===== src/rtl/alu_pkg.sv =====
// ALU-wide constants: operator codes, datapath width and the mul/div FSM states.
package alu_pkg;

    localparam int XLEN = 32;

    localparam logic [3:0] OP_ADD = 4'd0;
    localparam logic [3:0] OP_SUB = 4'd1;
    localparam logic [3:0] OP_SLT = 4'd2;
    localparam logic [3:0] OP_MUL = 4'd3;
    localparam logic [3:0] OP_DIV = 4'd4;
    localparam logic [3:0] OP_AND = 4'd5;
    localparam logic [3:0] OP_OR  = 4'd6;
    localparam logic [3:0] OP_XOR = 4'd7;

    typedef enum logic [1:0] {
        ST_IDLE = 2'd0,
        ST_CALC = 2'd1,
        ST_SIGN = 2'd2
    } md_state_t;

endpackage


===== src/rtl/signed_abs.sv =====
// Conditional two's-complement negate: magnitude of a signed value when
// i_neg is its sign bit, or sign restoration of a magnitude.
module signed_abs #(
    parameter int W = 33
) (
    input  logic [W-1:0] i_val,
    input  logic         i_neg,
    output logic [W-1:0] o_val
);

    assign o_val = i_neg ? (~i_val + {{(W-1){1'b0}}, 1'b1}) : i_val;

endmodule


===== src/rtl/muldiv_unit.sv =====
// Radix-2 iterative signed multiply/divide with start/busy/done handshake.
// Fixed WIDTH+1 cycle latency; operands are reduced to magnitudes and re-signed at the end.
module muldiv_unit
    import alu_pkg::*;
#(
    parameter int WIDTH = XLEN
) (
    input  logic             clk,
    input  logic             rst,
    input  logic             start,
    input  logic [3:0]       operator,
    input  logic [WIDTH-1:0] x,
    input  logic [WIDTH-1:0] y,
    output logic             busy,
    output logic             done,
    output logic [WIDTH-1:0] result,
    output logic [WIDTH-1:0] result2,
    output logic             div_zero
);

    localparam int CW = $clog2(WIDTH);
    localparam logic [CW-1:0] LAST = CW'(WIDTH - 1);

    md_state_t        r_state;
    md_state_t        w_state_nxt;
    logic [CW-1:0]    r_cnt;
    logic [WIDTH:0]   r_a;
    logic [WIDTH:0]   r_b;
    logic [WIDTH:0]   r_hi;
    logic [WIDTH-1:0] r_lo;
    logic             r_neg_x;
    logic             r_neg_y;
    logic             r_is_div;
    logic             r_dz;
    logic             r_done;
    logic [WIDTH-1:0] r_result;
    logic [WIDTH-1:0] r_result2;
    logic             r_div_zero;

    logic             w_accept;
    logic [WIDTH:0]   w_abs_x;
    logic [WIDTH:0]   w_abs_y;
    logic [WIDTH:0]   w_mul_sum;
    logic [WIDTH:0]   w_rem_sh;
    logic             w_rem_ge;
    logic [2*WIDTH-1:0] w_prod_fix;
    logic [WIDTH-1:0] w_quot_fix;
    logic [WIDTH-1:0] w_rem_fix;

    assign w_accept = start && (operator == OP_MUL || operator == OP_DIV);

    // Sign-extended to WIDTH+1 so that |-2^(WIDTH-1)| is representable.
    signed_abs #(.W(WIDTH + 1)) u_abs_x (
        .i_val ({x[WIDTH-1], x}),
        .i_neg (x[WIDTH-1]),
        .o_val (w_abs_x)
    );

    signed_abs #(.W(WIDTH + 1)) u_abs_y (
        .i_val ({y[WIDTH-1], y}),
        .i_neg (y[WIDTH-1]),
        .o_val (w_abs_y)
    );

    signed_abs #(.W(2 * WIDTH)) u_fix_prod (
        .i_val ({r_hi[WIDTH-1:0], r_lo}),
        .i_neg (r_neg_x ^ r_neg_y),
        .o_val (w_prod_fix)
    );

    signed_abs #(.W(WIDTH)) u_fix_quot (
        .i_val (r_lo),
        .i_neg (r_neg_x ^ r_neg_y),
        .o_val (w_quot_fix)
    );

    signed_abs #(.W(WIDTH)) u_fix_rem (
        .i_val (r_hi[WIDTH-1:0]),
        .i_neg (r_neg_x),
        .o_val (w_rem_fix)
    );

    assign w_mul_sum = r_hi + (r_lo[0] ? r_a : '0);
    assign w_rem_sh  = {r_hi[WIDTH-1:0], r_lo[WIDTH-1]};
    assign w_rem_ge  = (w_rem_sh >= r_b);

    always_ff @(posedge clk) begin
        if (rst) begin
            r_state <= ST_IDLE;
        end else begin
            r_state <= w_state_nxt;
        end
    end

    always_comb begin
        w_state_nxt = r_state;
        case (r_state)
            ST_IDLE: if (w_accept) w_state_nxt = ST_CALC;
            ST_CALC: if (r_cnt == LAST) w_state_nxt = ST_SIGN;
            ST_SIGN: w_state_nxt = ST_IDLE;
            default: w_state_nxt = ST_IDLE;
        endcase
    end

    always_ff @(posedge clk) begin
        if (rst) begin
            r_cnt      <= '0;
            r_a        <= '0;
            r_b        <= '0;
            r_hi       <= '0;
            r_lo       <= '0;
            r_neg_x    <= 1'b0;
            r_neg_y    <= 1'b0;
            r_is_div   <= 1'b0;
            r_dz       <= 1'b0;
            r_done     <= 1'b0;
            r_result   <= '0;
            r_result2  <= '0;
            r_div_zero <= 1'b0;
        end else begin
            r_done <= 1'b0;
            case (r_state)
                ST_IDLE: begin
                    if (w_accept) begin
                        r_a        <= w_abs_x;
                        r_b        <= w_abs_y;
                        r_neg_x    <= x[WIDTH-1];
                        r_neg_y    <= y[WIDTH-1];
                        r_is_div   <= (operator == OP_DIV);
                        r_dz       <= (operator == OP_DIV) && (y == '0);
                        r_hi       <= '0;
                        r_lo       <= (operator == OP_DIV) ? w_abs_x[WIDTH-1:0] : w_abs_y[WIDTH-1:0];
                        r_cnt      <= '0;
                        r_div_zero <= 1'b0;
                    end
                end
                ST_CALC: begin
                    r_cnt <= r_cnt + 1'b1;
                    if (r_is_div) begin
                        r_hi <= w_rem_ge ? (w_rem_sh - r_b) : w_rem_sh;
                        r_lo <= {r_lo[WIDTH-2:0], w_rem_ge};
                    end else begin
                        // r_lo doubles as multiplier shift register and product low word.
                        r_hi <= {1'b0, w_mul_sum[WIDTH:1]};
                        r_lo <= {w_mul_sum[0], r_lo[WIDTH-1:1]};
                    end
                end
                ST_SIGN: begin
                    r_done <= 1'b1;
                    if (r_is_div) begin
                        r_result   <= r_dz ? '1 : w_quot_fix;
                        r_result2  <= w_rem_fix;
                        r_div_zero <= r_dz;
                    end else begin
                        r_result   <= w_prod_fix[WIDTH-1:0];
                        r_result2  <= w_prod_fix[2*WIDTH-1:WIDTH];
                    end
                end
                default: ;
            endcase
        end
    end

    assign busy     = (r_state != ST_IDLE);
    assign done     = r_done;
    assign result   = r_result;
    assign result2  = r_result2;
    assign div_zero = r_div_zero;

endmodule


===== config.mk =====
export PLATFORM = sky130hd
export DESIGN_NAME = muldiv_unit
export DESIGN_NICKNAME = d
export VERILOG_FILES = /design/src/rtl/alu_pkg.sv /design/src/rtl/signed_abs.sv /design/src/rtl/muldiv_unit.sv
export SDC_FILE = /design/constraint.sdc
export NUM_CORES = 1
export LEC_CHECK = 0
export CORE_ASPECT_RATIO = 2
export CORE_MARGIN = 4
export CORE_UTILIZATION = 54
export DETAILED_ROUTE_END_ITERATION = 10
export PLACE_DENSITY_LB_ADDON = 0.08
export SLEW_MARGIN = 20
export SYNTH_ARGS = -nofsm -noshare
export SYNTH_HDL_FRONTEND = slang
export SYNTH_SLANG_ARGS = --single-unit

===== constraint.sdc =====
create_clock -name clk -period 4.53 [get_ports clk]
set_input_delay 0.453 -clock clk [delete_from_list [all_inputs] [get_ports clk]]
set_output_delay 0.453 -clock clk [all_outputs]
set_load 0.02 [all_outputs]

==> results of run 1 <==
synth_stat cells, drive strengths merged (5+ instances only):
cell,number
a211oi,134
a21boi,7
a21o,35
a21oi,134
a221o,14
a221oi,17
a22oi,9
a311oi,16
a31oi,19
and2,45
and3,24
buf,12
clkbuf,130
dfxtp,208
ha,71
inv,58
mux2i,52
nand2,191
nand2b,23
nand3,40
nand3b,5
nand4,17
nor2,222
nor2b,17
nor3,36
nor4,15
o211ai,20
o21a,6
o21ai,112
o21bai,10
o221ai,6
o31ai,23
o41ai,14
or2,11
or3,24
or4,20
xnor2,70
xor2,95
worst paths after layout:
kind | end | from | slack [ns] | cells past startpoint
setup / recovery | r_hi[32] | r_b[0] | 0.80 | 12
hold reg to reg | result2[2] | result2[2] | 0.45 | 2
hold / removal | r_b[31] | rst | 0.45 | 2
setup reg to reg | r_hi[32] | r_b[0] | 0.80 | 12
cell type report:
class / count / area share (%)
Antenna cell: 2 / 0.0280
Sequential cell: 208 / 23.3
Timing Repair Buffer: 198 / 10.2
Clock inverter: 8 / 0.700
Clock buffer: 28 / 3.43
Multi-Input combinational cell: 1606 / 58.6
Tap cell: 356 / 2.49
Inverter: 58 / 1.22
worst reg2reg max path: cells and delay by family (launching register included):
kind / cells / cell delay [ns]
flops: 1 / 0.36
fa+ha+maj: 2 / 0.63
compound gates: 6 / 1.83
simple gates: 2 / 0.54
buf+inv: 1 / 0.06
xor+xnor: 1 / 0.18
stage by stage:
step / total power [mW] / util (%) / cell area, sq um / hold slack [ns] / worst slack (ns)
after CTS: 4.91 / 63.6 / 17900 / 0.447 / 0.875
after global placement: 2.99 / 61.0 / 17100 / 0.442 / 0.796
after floorplan: 2.62 / - / 15300 / 0.430 / 1.27
after detailed placement: 3.00 / 61.0 / 17100 / 0.448 / 0.749
after global routing: 5.07 / 63.6 / 17900 / 0.477 / 0.605
final: 4.91 / 63.6 / 17900 / 0.449 / 0.798
registers in the layout, indices dropped and copies added (netlist names):
name and flops:
r_hi 33, r_state 2, r_a 33, r_lo 32, div_zero 1, result 32, done 1, r_neg_y 1
r_cnt 5, r_is_div 1, r_neg_x 1, result2 32, r_b 33, r_dz 1
routing by layer:
metal  vias to the layer above  GRT usage (%)
met3                       230           3.84
li1                       7496              -
met1                      7421           39.2
met2                       660           60.2
met4                         0           31.9
met5                         -              0
where the power goes:
group          switching (mW)  total, mW  internal (mW)  leakage (nW)
Sequential             0.0419       1.91           1.86          1.68
Combinational           0.694       1.09          0.397          4.76
Clock                   0.785       1.91           1.12         0.362
logic make-up (layout without fill, tap and decap cells):
| family | count (synthesis) | count (layout) | share of synthesized area (%) |
|---|---|---|---|
| xor+xnor | 165 | 165 | 9.42 |
| other cells | 0 | 2 | 0 |
| flops | 208 | 208 | 27.1 |
| buf+inv | 200 | 292 | 4.96 |
| simple gates | 706 | 706 | 22.2 |
| fa+ha+maj | 73 | 73 | 6.05 |
| mux | 54 | 54 | 3.54 |
| compound gates | 608 | 608 | 26.7 |
==> metrics.md, run 1 <==
| Metric | Value |
|---|---|
| Status | finished, final reports clean |
| CP max FO | 3 |
| DR top layer | met4 |
| Setup TNS | 0 ns |
| RSZ-0062 raised after global routing | false |
| PortBufs | 137 |
| Total track usage | 35.8% |
| Final hold violations | 0 |
| Max Buffers Root-to-Sink | 3 |
| Distinct cells, synth | 81 |
| Clk root buf | clkbuf_16 |
| Avg Cell Area, Syn | 7.62 sq um |
| Number of synthesized flops with an enable pin | 0 |
| Number of global-route vias before repair | 15302 |
| Top cell type's share of synthesized area | 27.1% |
| CP delay by family, top | compound AO/OA/AOI/OAI gates |
| Drt drc | 0 |
| Row Count | 87 |
| Post-synth ARST share | 0% |
| P per Cell Area | 275 mW/mm^2 |
| Cells after Synth | 2014 |
| Resized cells post-CTS | 0 |
| Max Cap Viol | 0 |
| CTS Buf Count | 21 |
| Starting Density | 54.7% |
| Sequential fraction of the synthesis area | 27.1% |
| Global-route wire length before repair | 87800 um |
| Setup-failing EPs final | 0 |
| Worst slew margin | 34.6% |
| Top cells by area in the synthesized netlist | dfxtp_1 27%, a211oi_1 6.6%, ha_1 5.8% |
| Reg area | 0.00417 sq mm |
| Met3 WL | 2900 um |
| Clk_skew | 0.0306 ns |
| HPWL Detailed | 44900 um |
| Vias per inst | 6.42 |
| Post-Route M1 WL | 20800 um |
| Hold-fix buffers at CTS | 0 |
| TritonCTS clock tree | built |
| Clk_lat worst skew | 0.54 ns |
| Worst Hold Class | input port to register |
| Required time of the critical path | 4.92 ns |
| Peak Freq | 268 MHz |
| Setup crit start kind | register |
| CP max-delay cell | a311oi_1 |
| GR Overflow Total | 0 |
| Nets | 2237 |
| YS warnings | 0 |
| Via count | 15807 |
| Peak VDD IR | 0.314 mV |
| Fin cells | 2464 |
| First DRT Iteration DRCs | 1577 |
| Period utilisation layout | 82.4% |
| Post-Place Cells | 2426 |
| Area growth, synth to finish | 16.4% |
| Largest net degree at the start of global routing | 85 |
| Tmin final | 3.73 ns |
| Total die area | 0.0313 sq mm |
| Die height | 246 um |
| Most common library cell in the layout ignoring fill and taps | nor2_1 |
| Total wire length | 57700 um |
| Delay of the slowest cell on the worst path | 0.55 ns |
| Synthesized area | 0.0153 sq mm |
| Post-route ant nets | 0 |
| Worst Path Class, Setup | register to register |
| Initial antenna violation count | 0 |
| Fillcell total | 2629 |
| Crit-path most repeated cell | o21ai_0 |
| Detailed-routed wire length on met2 | 27700 um |
| Clock transition at path regs | 0.06 ns |
| Area of the multi-input gates | 0.0105 sq mm |
| GP Congestion | 0.992 |
| #FFs+latches synth | 208 |
| Leak | 6.80 nW |
| Crit path DAT | 4.12 ns |
| Crit end category | register |
| Area of the core | 0.0281 sq mm |
| Buffers plus inverters on the worst setup path | 1 |
| Ports | 138 |
| Top FF cell, synth | dfxtp_1 |
| DRT Pass-1 Iters | 6 |
| Net Count, Synth | 2158 |
| Worst-path cell chain | ha_1 > inv_1 > fa_1 > a21o_1 > a311oi_1 > nor2_1 > or2_2 > a21oi_1 > o21ai_0 > a211oi_1 > xor2_1 > o21ai_0 |
| Avg WL per Cell | 23.4 um |
| Most frequent cells in the layout | 222 x nor2_1, 207 x dfxtp_1, 191 x nand2_1, 136 x clkdlybuf4s50_1, 134 x a211oi_1 |
| H-tree level count | 1 |
| Worst-margin pin slew | 0.981 ns |
| DIE WIDTH | 127 um |
| Clk sinks | 208 |
| Share of cells above drive strength 1 | 6.22% |
| Largest area contributor in the netlist | dfxtp_1 |
| Post-CTS setup repair buffer count | 0 |
| Max-slew violations | 0 |
No activity file was read; power rests on OpenSTA's default activity.
==> run 2: changes to the inputs <==
==> constraint.sdc (replaced) <==
create_clock -name clk -period 3.45 [get_ports clk]
set_input_delay 0.345 -clock clk [delete_from_list [all_inputs] [get_ports clk]]
set_output_delay 0.345 -clock clk [all_outputs]
set_load 0.02 [all_outputs]
==> metrics.md, run 2 (same netlist as run 1, synthesis figures left out) <==
| Metric | Value |
|---|---|
| Area of the core | 0.0281 sq mm |
| Drt drc | 0 |
| Violated checks | setup timing |
| Hold-fix buffers at CTS | 0 |
| Crit end category | register |
| RSZ-0062 raised after global routing | true |
| Final hold violations | 0 |
| DIE WIDTH | 127 um |
| Total track usage | 36.6% |
| Tmin final | 3.45 ns |
| TritonCTS clock tree | built |
| Initial antenna violation count | 0 |
| Die height | 246 um |
| Via count | 16346 |
| Peak VDD IR | 0.396 mV |
| Largest net degree at the start of global routing | 87 |
| Delay of the slowest cell on the worst path | 0.48 ns |
| CP max FO | 6 |
| Worst slew margin | 21.8% |
| Worst-margin pin slew | 1.17 ns |
| Clk_skew | 0.0283 ns |
| Total die area | 0.0313 sq mm |
| Max-slew violations | 0 |
| Most frequent cells in the layout | 222 x nor2_1, 207 x dfxtp_1, 191 x nand2_1, 175 x buf_4, 136 x clkdlybuf4s50_1 |
| CP delay by family, top | compound AO/OA/AOI/OAI gates |
| Peak Freq | 289 MHz |
| Clk sinks | 208 |
| Largest regs | r_a: 33 flops, r_b: 33 flops, r_hi: 33 flops |
| Total wire length | 58800 um |
| Buffers plus inverters on the worst setup path | 1 |
| Post-CTS setup repair buffer count | 0 |
| DRT Pass-1 Iters | 8 |
| Setup crit start kind | register |
| Most common library cell in the layout ignoring fill and taps | nor2_1 |
| Ant. Diodes | 0 |
| Clk_lat worst skew | 0.53 ns |
| CP max-delay cell | a2111o_1 |
| First DRT Iteration DRCs | 1570 |
| Max Cap Viol | 0 |
| Row Count | 87 |
| Share of cells above drive strength 1 | 11.5% |
| Final setup margin | -0.00465 ns |
| Required time of the critical path | 3.83 ns |
| Leak | 7.33 nW |
| Crit path DAT | 3.84 ns |
| Clk root buf | clkbuf_16 |
| Area growth, synth to finish | 22.0% |
| Worst Path Class, Setup | register to register |
| CTS Buf Count | 20 |
| HPWL Detailed | 46000 um |
| Status | finished, violations left |
| Worst Hold Class | input port to register |
| Max Buffers Root-to-Sink | 3 |
| Post-route ant nets | 0 |
| Setup TNS | -0.00465 ns |
| Global-route wire length before repair | 89200 um |
| Number of global-route vias before repair | 15758 |
| Avg WL per Cell | 22.8 um |
| PortBufs | 137 |
| Setup-failing EPs final | 1 |
| Nets | 2351 |
| Util after Layout | 66.7% |
| Vias per inst | 6.34 |
| Worst-path cell chain | ha_1 > nand3_1 > o21bai_1 > a2111o_1 > o211ai_1 > o2111ai_2 > and2_1 > o311ai_0 > buf_4 > a21oi_1 > a2111oi_1 |
| GP Congestion | 1.07 |
| H-tree level count | 1 |
| P per Cell Area | 341 mW/mm^2 |
| Fillcell total | 2467 |
| Period utilisation layout | 100% |
| GR Overflow Total | 0 |
| Ports | 138 |
| Clock transition at path regs | 0.07 ns |
| Starting Density | 54.7% |
## run 2: area by class of cell
cell class	instances	area (sq um)	area share [%]
multi-input cells	1606	10500	56.1
flip-flops and latches	208	4170	22.3
repair buffers	313	2710	14.5
clock buffers	24	546	2.91
well taps	356	445	2.38
inverters	58	218	1.16
clock inverters	12	135	0.722
## run 2: report_power, final
part           total [mW]  internal, mW  switching (mW)  leakage (nW)
registers            2.50          2.45          0.0488          1.68
clock network        2.30          1.29            1.01         0.325
logic                1.58         0.631           0.951          5.32
total                6.38          4.37            2.01          7.33
## run 2: what timing repair did
action,CTS,global route
setup endpoints to repair,1,15
resized for setup,1,14
hold endpoints to repair,0,0
pin swaps,0,2
## run 2: per-stage QoR
| step | total power, mW | hold slack, ns | area, sq um | setup slack, ns | cells |
|---|---|---|---|---|---|
| 2_1_floorplan | 3.45 | 0.430 | 15300 | 0.190 | 2014 |
| 3_3_place_gp | 4.06 | 0.443 | 18000 | -0.0690 | 2541 |
| 3_5_place_dp | 4.07 | 0.447 | 18000 | -0.112 | 2541 |
| 4_1_cts | 6.37 | 0.0938 | 18700 | 0.0429 | 2577 |
| 5_1_grt | 6.61 | 0.121 | 18700 | -0.125 | 2577 |
| 6_report | 6.38 | 0.114 | 18700 | -0.00465 | 2577 |
## run 2: final timing paths
check                   start           to  slack (ns)  cells past startpoint
hold reg to reg   result2[27]  result2[27]        0.45                      2
setup / recovery      r_hi[1]     r_hi[31]      -0.005                     11
setup reg to reg      r_hi[1]     r_hi[31]      -0.005                     11
hold / removal            rst      r_a[27]        0.11                      2
## run 2: worst reg2reg max path: cells and delay by family, from the launching register on
family | cells | cell delay, ns
buffers and inverters | 1 | 0.18
AND/OR/NAND/NOR | 2 | 0.34
adder cells (fa/ha/maj) | 1 | 0.40
flip-flops | 1 | 0.39
AO/OA/AOI/OAI | 7 | 2.03
## run 2: routing by layer
metal / track usage (%) / vias to the layer above / wire length (um)
met2: 64.5 / 668 / 29200
met3: 3.78 / 223 / 2820
met5: 0 / - / 0
met4: 30.1 / 0 / 5960
met1: 38.6 / 7743 / 20800
li1: - / 7712 / -
